==> src/rtl/nnacc_pkg.sv <==
// Shared accelerator datapath widths and operand payload type.
package nnacc_pkg;

  localparam int unsigned DATA_W  = 32;
  localparam int unsigned SHAMT_W = 6;
  localparam int unsigned CNT_W   = 16;

  // Operand presented to the shared shifter.
  typedef struct packed {
    logic [DATA_W-1:0]  data;
    logic [SHAMT_W-1:0] shamt;
  } shift_op_t;

endpackage

==> src/rtl/right_shifter.sv <==
// Shared scale-alignment shifter: zero-filled left shift; shamt MSB forces zero.
module right_shifter
  import nnacc_pkg::*;
(
  input  logic [DATA_W-1:0]  data,
  input  logic [SHAMT_W-1:0] shifter,
  output logic [DATA_W-1:0]  res
);

  // Out-of-range shift amounts (>= 32) flush the operand completely.
  always_comb begin
    res = '0;
    if (!shifter[SHAMT_W-1]) begin
      res = data << shifter[SHAMT_W-2:0];
    end
  end

endmodule

==> src/rtl/shift_arbiter.sv <==
// Round-robin scheduler sharing one shifter among NUM_REQ lanes, with a
// single-entry registered result stage tagged by requester ID.
module shift_arbiter
  import nnacc_pkg::*;
#(
  parameter int unsigned NUM_REQ = 4,
  parameter int unsigned ID_W    = 2
) (
  input  logic                       clk,
  input  logic                       rst_n,
  input  logic [NUM_REQ-1:0]         req_valid,
  input  logic [NUM_REQ*DATA_W-1:0]  req_data,
  input  logic [NUM_REQ*SHAMT_W-1:0] req_shamt,
  output logic [NUM_REQ-1:0]         req_ready,
  output logic                       resp_valid,
  output logic [DATA_W-1:0]          resp_data,
  output logic [ID_W-1:0]            resp_id,
  input  logic                       resp_ready,
  output logic [CNT_W-1:0]           op_count
);

  logic [ID_W-1:0]    r_last_ptr;
  logic               r_resp_valid;
  logic [DATA_W-1:0]  r_resp_data;
  logic [ID_W-1:0]    r_resp_id;
  logic [CNT_W-1:0]   r_op_count;

  logic [NUM_REQ-1:0] w_grant;
  logic [ID_W-1:0]    w_grant_idx;
  logic               w_can_accept;
  logic               w_xfer;
  shift_op_t          w_sel_op;
  logic [DATA_W-1:0]  w_shift_res;

  // Round-robin search starting one past the last served requester.
  always_comb begin
    int unsigned v_p;
    logic        v_found;
    w_grant     = '0;
    w_grant_idx = '0;
    v_p         = 0;
    v_found     = 1'b0;
    for (int unsigned k = 1; k <= NUM_REQ; k++) begin
      v_p = (int'(r_last_ptr) + k) % NUM_REQ;
      if (!v_found && req_valid[ID_W'(v_p)]) begin
        v_found                 = 1'b1;
        w_grant[ID_W'(v_p)]     = 1'b1;
        w_grant_idx             = ID_W'(v_p);
      end
    end
  end

  // Output stage frees up when empty or being drained this cycle; nothing is
  // accepted while reset is asserted.
  always_comb begin
    w_can_accept = ~r_resp_valid | resp_ready;
    req_ready    = w_grant & {NUM_REQ{w_can_accept & rst_n}};
    w_xfer       = |(req_valid & req_ready);
  end

  // Steer the granted lane's operand into the shared shifter.
  always_comb begin
    w_sel_op = '0;
    for (int unsigned i = 0; i < NUM_REQ; i++) begin
      if (w_grant_idx == ID_W'(i)) begin
        w_sel_op.data  = req_data[i*DATA_W +: DATA_W];
        w_sel_op.shamt = req_shamt[i*SHAMT_W +: SHAMT_W];
      end
    end
  end

  right_shifter u_shifter (
    .data    (w_sel_op.data),
    .shifter (w_sel_op.shamt),
    .res     (w_shift_res)
  );

  // Result register, priority pointer and accepted-op counter.
  always_ff @(posedge clk) begin
    if (!rst_n) begin
      r_resp_valid <= 1'b0;
      r_resp_data  <= '0;
      r_resp_id    <= '0;
      r_op_count   <= '0;
      r_last_ptr   <= ID_W'(NUM_REQ - 1);
    end else if (w_xfer) begin
      r_resp_valid <= 1'b1;
      r_resp_data  <= w_shift_res;
      r_resp_id    <= w_grant_idx;
      r_op_count   <= r_op_count + CNT_W'(1);
      r_last_ptr   <= w_grant_idx;
    end else if (r_resp_valid && resp_ready) begin
      r_resp_valid <= 1'b0;
    end
  end

  assign resp_valid = r_resp_valid;
  assign resp_data  = r_resp_data;
  assign resp_id    = r_resp_id;
  assign op_count   = r_op_count;

endmodule

==> config.mk <==
export PLATFORM = sky130hd
export DESIGN_NAME = shift_arbiter
export DESIGN_NICKNAME = d
export VERILOG_FILES = /design/src/rtl/nnacc_pkg.sv /design/src/rtl/right_shifter.sv /design/src/rtl/shift_arbiter.sv
export SDC_FILE = /design/constraint.sdc
export NUM_CORES = 1
export LEC_CHECK = 0
export ABC_AREA = 1
export BUFFER_PORTS_ARGS = -buffer_cell sky130_fd_sc_hd__buf_2
export CAP_MARGIN = 20
export CORE_ASPECT_RATIO = 0.7
export CORE_UTILIZATION = 50
export DETAILED_ROUTE_END_ITERATION = 8
export MAX_ROUTING_LAYER = met4
export PLACE_DENSITY = 0.88
export SYNTH_ARGS = -nofsm -noshare
export SYNTH_HDL_FRONTEND = slang
export SYNTH_SLANG_ARGS = --single-unit
==> constraint.sdc <==
create_clock -name clk -period 7.2 [get_ports clk]
set_input_delay 2.16 -clock clk [delete_from_list [all_inputs] [get_ports clk]]
set_output_delay 2.16 -clock clk [all_outputs]
set_load 0.05 [all_outputs]
# Yosys cells after proc, flatten, opt, wreduce, memory -nomap -nowiden

Index checks and enable logic that the tools add are counted.

Memories kept: 0
Output and inout bits: 55
Input port bits: 159
Logic and storage cells: 78
Latch bits: 0
Register bits after elaboration: 53
ROM bits: 0
Bits in writable memories: 0

Bitwise logic cells: 8
$lt $le $gt $ge: 8
Reductions and logical operators: 14
Eq/ne operators: 3
Div/mod/pow operators: 0
Muxes and demuxes: 34
$add $sub $neg: 5
Multiply operators: 0
Shift-type cells: 1

Operators by type and width:

| operator                                                              | count |
|---|---|
| 38-bit two-way mux                                                    | 4 |
| 32-bit two-way mux                                                    | 1 |
| 32-bit by 5-bit << shifter with 32-bit output                         | 1 |
| 16-bit by 1-bit adder with 16-bit output, second input constant       | 1 |
| 4-bit two-way mux                                                     | 4 |
| 1-bit two-way mux                                                     | 13 |
| 2-bit by 3-bit < comparator with 1-bit output, second input constant  | 4 |
| 4-bit bitwise OR                                                      | 3 |
| 4-bit AND                                                             | 2 |
| 1-bit binary-select mux with 2-bit select                             | 4 |
| 1-bit demux with 2-bit select                                         | 4 |
| 2-bit by 1-bit >= comparator with 1-bit output, second input constant | 4 |
| 1-bit logical AND                                                     | 8 |
| 2-bit two-way mux                                                     | 4 |
| 2-bit by 1-bit adder with 2-bit output, second input constant         | 2 |
| 2-bit adder, second input constant                                    | 2 |
| 2-bit == test, second input constant                                  | 2 |
| 4-bit OR reduction                                                    | 1 |
| 1-bit zero test                                                       | 3 |
| 2-bit by 1-bit == test with 1-bit output, second input constant       | 1 |
| 2-bit zero test                                                       | 1 |
| 2-bit nonzero test                                                    | 1 |
| 1-bit AND                                                             | 1 |
| 1-bit inverter                                                        | 1 |
| 1-bit bitwise OR                                                      | 1 |

# Longest topological paths before layout

Gate-level depths: netlist of run 1.

Depth after elaboration: 20
Mapped depth: 27

# Cells and area by module

Synthesis of run 1 repeated with hierarchy kept, for this count alone.

Cells, all modules: 944
Area, all modules: 5348.9 µm²

Modules (own cells, without submodules):

| module        | area each (µm²) | cells each | instances |
|---|---|---|---|
| shift_arbiter | 3764.9          | 595        | 1 |
| right_shifter | 1584.0          | 349        | 1 |

# Least setup slack after synthesis of run 1

No wires, ideal clock.

Path type: in2out
Start: input port req_valid[0]
End: output port req_ready[2]
Data required time: 5040 ps
Arrival time: 3320 ps
Stages on the path: 9
Path slack: 1720 ps
Path buffers: 0
Cell sequence: nand2_1 nand2_1 nand2_2 nand2_4 nor2_4 nand3_1 o211ai_1 nand2_1 inv_1

Longest elaborated chain between the ends: 13
Elaborated cells between the ends (all ways): 25
Those cells by class: mux (15); bitwise (4); reduce/logical (6)

Ends and longest elaborated chain:

| what                                      | line                | RTL |
|---|---|---|
| start, declared                           | shift_arbiter.sv:11 | `input logic [NUM_REQ-1:0] req_valid,` |
| 1-bit binary-select mux with 2-bit select | shift_arbiter.sv:45 | `if (!v_found && req_valid[ID_W'(v_p)]) begin` |
| 1-bit two-way mux (implied by the code)   | shift_arbiter.sv:45 |  |
| 1-bit two-way mux                         | shift_arbiter.sv:45 |  |
| 1-bit zero test                           | shift_arbiter.sv:45 |  |
| 1-bit logical AND                         | shift_arbiter.sv:45 |  |
| 1-bit two-way mux                         | shift_arbiter.sv:45 |  |
| 1-bit zero test                           | shift_arbiter.sv:45 |  |
| 1-bit logical AND                         | shift_arbiter.sv:45 |  |
| 1-bit two-way mux                         | shift_arbiter.sv:45 |  |
| 1-bit zero test                           | shift_arbiter.sv:45 |  |
| 1-bit logical AND                         | shift_arbiter.sv:45 |  |
| 4-bit two-way mux *                       | shift_arbiter.sv:45 |  |
| 4-bit AND *                               | shift_arbiter.sv:57 | `req_ready = w_grant & {NUM_REQ{w_can_accept & rst_n}};` |
| end, declared                             | shift_arbiter.sv:14 | `output logic [NUM_REQ-1:0] req_ready,` |

Every way passes the cells marked *; elsewhere a longest branch is shown, timed or not. The select of a mux whose other input is x is not followed.

# Worst setup path in the final report of run 1

Start: input port rst_n
End: output port req_ready[1]

Longest elaborated chain between the ends: 2

Ends and longest elaborated chain:

| what            | line                | RTL |
|---|---|---|
| start, declared | shift_arbiter.sv:10 | `input logic rst_n,` |
| 1-bit AND       | shift_arbiter.sv:57 |  |
| 4-bit AND       | shift_arbiter.sv:57 |  |

Every way passes these cells.

==> flow_metrics.env, run 1 <==
export IMPL_status="finished, final reports clean"
export IMPL_relSlewSlack=0.4291
export IMPL_fin_crit_sh=0.8224
export IMPL_timing_reg2reg_setup_slack_ps=2230
export IMPL_cts_resized_gates=0
export IMPL_criticalPathCategory="input port to output port"
export IMPL_rsz0062_at_grt="no"
export IMPL_grtUsageTotal=0.3335
export IMPL_final_max_slew_viol_count=0
export IMPL_maxCapViolCount=0
export IMPL_critPathMaxFanout=37
export IMPL_route_detailed_drc=0
export IMPL_synth_seq_area_share=0.1894
export IMPL_vias=7488
export IMPL_async_flop_share=0
export IMPL_grt_pass1_vias=6495
export IMPL_arrival_ps=3760
export IMPL_critPathCaptureType="output port"
export IMPL_cp_startpoint="rst_n"
export IMPL_worstPathRequired_ps=5040
export IMPL_ys_types=38
export IMPL_finalSetupViolations=0
export IMPL_die_h_um=90.56
export IMPL_period_needed_ps=5921
export IMPL_post_cts_buffers=0
export IMPL_start_kind="input port"
export IMPL_insertion_delay_ps=300
export IMPL_ys_ff_latch=53
export IMPL_cts_clk_slew_worst_paths_ps=70
export IMPL_grt_pass1_wl_um=30480
export IMPL_cts_made_buffers=5
export IMPL_die_area_um2=11640
export IMPL_ff2ff_path_depth=21
export IMPL_first_iter_violations=824
export IMPL_hp_class="register to register"
export IMPL_synth_area_um2=5602
export IMPL_yosysWarnings=0
export IMPL_antenna_found_initial=0
export IMPL_register_area_um2=1061
export IMPL_max_freq_ghz=0.1689
export IMPL_die_w_um=128.5
export IMPL_cts_max_level=2
export IMPL_antenna_left=0
export IMPL_crit_path_end="req_ready[1]"
export IMPL_synthesis_nets=1203
export IMPL_clockBufferDepth=2
export IMPL_fin_nets=1375
export IMPL_drive_above_1_share=0.2260
export IMPL_fillers=1100
export IMPL_vias_per_cell=5.518
export IMPL_pin_count=214
export IMPL_synthCells=1035
export IMPL_grt_overflow=0
export IMPL_dp_hpwl_um=15010
export IMPL_synth_ff_type="dfxtp_1"
export IMPL_r2r_start="r_last_ptr[0]"
export IMPL_wl_per_cell_um=14.20
export IMPL_hold_buffers=0
export IMPL_place_gp_congestion=0.9745
export IMPL_fp_row_count=31
export IMPL_core_area_um2=10630
export IMPL_synth_edff_count=0
export IMPL_avgSynthCellArea_um2=5.412
export IMPL_worst_slew_pin_slew_ps=855.5
export IMPL_firstDrtPassIters=8
export IMPL_clkSinkCount=53
export IMPL_finalSetupTns_ps=0
export IMPL_cts_tree="built"
export IMPL_fin_skew_ps=11.32
export IMPL_cts_root_buf="clkbuf_16"
export IMPL_drt_wl_total_um=19270
export IMPL_finalHoldViolCount=0
export IMPL_syn_to_final_growth_pct=21.11
export IMPL_r2r_end="resp_data[19]"
export IMPL_numPortBuffers=213
export IMPL_multiInputGateArea_um2=3914
export IMPL_grt_max_degree=54
export IMPL_start_util=0.5271
==> kinds of logic after synthesis <==
kind of cell,count (synthesis),synth area share
AO/OA/AOI/OAI,78,0.07684
flip-flops,53,0.1894
XOR/XNOR,3,0.004691
AND/OR/NAND/NOR,747,0.5971
adder cells (fa/ha/maj),9,0.02010
buffers and inverters,145,0.1119
==> worst min-delay path by stage <==
| stage | slack [ps] | from | cells past startpoint | end |
|---|---|---|---|---|
| after floorplan | 690 | resp_id[0] | 2 | resp_id[0] |
| after global placement | 450 | resp_id[1] | 2 | resp_id[1] |
| after detailed placement | 450 | resp_id[1] | 2 | resp_id[1] |
| after CTS | 460 | resp_data[8] | 2 | resp_data[8] |
| after global routing | 480 | resp_data[18] | 2 | resp_data[18] |
| final | 460 | resp_data[8] | 2 | resp_data[8] |
==> critical path: stages <==
cell and delay (ps):
buf_2 330, inv_2 350, a21oi_1 390, o21ai_0 160, inv_1 90, buf_2 260
==> synthesized netlist by cell type (2+ instances only) <==
cell type	instances	area, µm²
o21ai_0	25	125.1
nand3_2	3	30.03
nor2_1	22	82.58
ha_1	9	112.6
buf_6	3	33.78
nand3_1	248	1241
clkbuf_1	16	60.06
inv_2	6	22.52
o211ai_1	4	30.03
o21a_1	2	15.01
dfxtp_1	53	1061
a21oi_1	38	190.2
nor2_4	5	56.30
inv_1	79	296.5
a22oi_1	3	22.52
nand3b_1	5	37.54
nor3_1	7	35.03
buf_4	4	30.03
o21ai_1	3	15.01
nand2_1	405	1520
nor2_2	5	31.28
xor2_1	3	26.28
nand2_2	5	31.28
or2_2	13	81.33
nand4_1	23	143.9
buf_2	34	170.2
==> registers in the layout, indices dropped and copies added (netlist names) <==
signal,count
resp_data,32
op_count,16
resp_id,2
r_last_ptr,2
resp_valid,1
==> area by class of cell <==
type / count / share of cell area
inverters: 87 / 0.04851
well taps: 148 / 0.02730
flip-flops and latches: 53 / 0.1564
clock buffers: 5 / 0.01844
multi-input cells: 837 / 0.5769
repair buffers: 223 / 0.1682
diodes: 1 / 0.0003689
clock inverters: 3 / 0.003873
==> per-stage QoR <==
stage	util	area, µm²	hold WS, ps	setup WS, ps	cells
2_1_floorplan	-	5602	685.9	1720	1035
3_3_place_gp	0.6239	6630	450.9	1245	1348
3_5_place_dp	0.6239	6630	453.1	1099	1348
4_1_cts	0.6381	6782	464.5	1282	1356
5_1_grt	0.6381	6782	484.0	1006	1356
6_report	0.6383	6784	460.8	1279	1357
==> per-layer routing <==
layer | routed length [µm] | GRT usage
met2 | 8043 | 0.4991
met5 | 0 | -
met1 | 8658 | 0.4472
met4 | 417 | 0.08333
met3 | 2146 | 0.08057
==> cell usage in the layout (no fill, tap or decap), types with 2 or more instances in the layout <==
cell | Yosys | final
nand3b_1 | 5 | 5
nor2_1 | 22 | 22
o21ai_0 | 25 | 25
ha_1 | 9 | 9
a21oi_1 | 38 | 38
nand2_2 | 5 | 5
nand2_1 | 405 | 405
or2_2 | 13 | 13
o21ai_1 | 3 | 3
nand4_1 | 23 | 23
nand3_1 | 248 | 248
buf_4 | 4 | 10
nand3_2 | 3 | 3
o21a_1 | 2 | 2
inv_2 | 6 | 6
clkbuf_16 | 0 | 5
o211ai_1 | 4 | 4
nor2_2 | 5 | 5
buf_2 | 34 | 213
nor3_1 | 7 | 7
nor2_4 | 5 | 5
dfxtp_1 | 53 | 53
inv_1 | 79 | 79
xor2_1 | 3 | 3
clkinvlp_4 | 0 | 2
a22oi_1 | 3 | 3
Power of run 1 is not shown: default switching activity piles up to over one toggle a cycle in this logic, so the estimate is an artifact.
==> run 2, diff against run 1 <==
CORE_UTILIZATION = 46   (was 50)
PLACE_DENSITY = 0.86   (was 0.88)
clock period = 4.85 ns   (was 7.2 ns; I/O delays follow)
==> run 2 against run 1 <==
Sequential share of layout area shrank 0.21 points. Register-to-register slack lost 1500 ps. First-iteration DRC count shrank 23%. Hold slack gained 1.7 ps. Die area grew 8.5%. Setup slack lost 850 ps. Non-clock buffer count grew 9. Critical path type unchanged. Critical endpoint is now req_ready[2]. Largest cell class unchanged. Highest routed layer unchanged.
==> flow_metrics.env, run 2 (synthesis results as in run 1) <==
export IMPL_relSlewSlack=0.6307
export IMPL_cts_clk_slew_worst_paths_ps=60
export IMPL_drive_above_1_share=0.2317
export IMPL_cts_resized_gates=0
export IMPL_antenna_found_initial=3
export IMPL_hold_depth=2
export IMPL_finalSetupTns_ps=0
export IMPL_syn_to_final_growth_pct=22.76
export IMPL_cts_root_buf="clkbuf_16"
export IMPL_placed_area_um2=6721
export IMPL_final_max_slew_viol_count=0
export IMPL_criticalPathCategory="input port to output port"
export IMPL_layout_cells_non_filler=1377
export IMPL_start_kind="input port"
export IMPL_wl_met3_um=2135
export IMPL_fin_nets=1384
export IMPL_grt_pass1_wl_um=31350
export IMPL_grt_overflow=0
export IMPL_grtUsageTotal=0.3163
export IMPL_hp_class="register to register"
export IMPL_die_area_um2=12630
export IMPL_dp_hpwl_um=15390
export IMPL_drt_met1_wl_um=8558
export IMPL_post_cts_buffers=0
export IMPL_hold_buffers=0
export IMPL_start_util=0.4760
export IMPL_place_inst=1366
export IMPL_arrival_ps=2960
export IMPL_antenna_left=0
export IMPL_finish_instance_area_um2=6877
export IMPL_vias_per_cell=5.444
export IMPL_status="finished, final reports clean"
export IMPL_wl_per_cell_um=14.08
export IMPL_cts_made_buffers=5
export IMPL_max_freq_ghz=0.2263
export IMPL_finalHoldViolCount=0
export IMPL_pin_count=214
export IMPL_rsz0062_at_grt="no"
export IMPL_insertion_delay_ps=290
export IMPL_fillers=1214
export IMPL_ff2ff_path_depth=19
export IMPL_cts_max_level=2
export IMPL_worst_slew_pin_slew_ps=553.1
export IMPL_die_w_um=133.9
export IMPL_period_needed_ps=4418
export IMPL_critPathCaptureType="output port"
export IMPL_largest_register_ffs=32
export IMPL_top_layer_used="met4"
export IMPL_numPortBuffers=213
export IMPL_layout_commonest_cell="nand2_1"
export IMPL_clkSinkCount=53
export IMPL_fin_crit_sh=0.9109
export IMPL_first_iter_violations=637
export IMPL_route_detailed_drc=0
export IMPL_maxCapViolCount=0
export IMPL_grt_pass1_vias=6701
export IMPL_fp_row_count=33
export IMPL_drt_wl_total_um=19390
export IMPL_place_gp_congestion=1.011
export IMPL_wl_met2_um=8278
export IMPL_core_area_um2=11770
export IMPL_worstPathRequired_ps=3390
export IMPL_die_h_um=94.33
export IMPL_firstDrtPassIters=5
export IMPL_mostFrequentLayoutCells="405 x nand2_1, 248 x nand3_1, 213 x buf_2"
export IMPL_fin_skew_ps=10.58
export IMPL_finalSetupViolations=0
export IMPL_grt_max_degree=51
export IMPL_clockBufferDepth=2
export IMPL_vias=7497
export IMPL_cts_tree="built"
export IMPL_critPathMaxFanout=7
## run 2: cell count changes in the layout (fill, tap and decap cells not counted)
cell / before / now
buf_12: 0 / 1
buf_4: 10 / 18
clkinv_2: 0 / 1
clkinv_4: 0 / 2
clkinvlp_4: 2 / 0
diode_2: 1 / 3
inv_8: 1 / 0
## run 2: cell type report
class	count	area, µm²	share of cell area
Multi-Input combinational cell	837	3914	0.5691
Timing Repair Buffer	232	1221	0.1776
Sequential cell	53	1061	0.1543
Inverter	87	329.1	0.04785
Tap cell	157	196.4	0.02857
Clock buffer	5	125.1	0.01820
Clock inverter	3	22.52	0.003275
Antenna cell	3	7.507	0.001092
## run 2: worst paths after layout
path	endpoint	startpoint	slack, ps
min	resp_data[4]	resp_data[4]	460
max	req_ready[2]	req_valid[2]	430
min reg2reg	resp_data[4]	resp_data[4]	460
max reg2reg	resp_data[29]	r_last_ptr[0]	680
## run 2: metrics by stage
stage / setup slack (ps) / hold WS (ps) / util
after floorplan: 779.5 / 685.9 / -
after global placement: 438.9 / 449.0 / 0.5712
after detailed placement: 300.3 / 454.1 / 0.5712
after CTS: 443.2 / 463.5 / 0.5837
after global routing: 165.5 / 483.8 / 0.5844
final: 432.0 / 462.5 / 0.5844
## run 2: per-layer routing
layer	up-vias	global-route usage
li1	3759	-
met1	3294	0.4004
met2	397	0.4983
met3	47	0.07929
met4	0	0.08807
met5	-	-
## run 2: worst max-delay path: stages
cell and delay, ps:
buf_2 120, inv_1 50, nand2_1 40, nand3_1 160, nand2_4 120, nor2_4 190, nand3_1 130, o211ai_1 300
nand2_1 80, inv_1 50, buf_2 250
Power of run 2 is left out for the same reason.
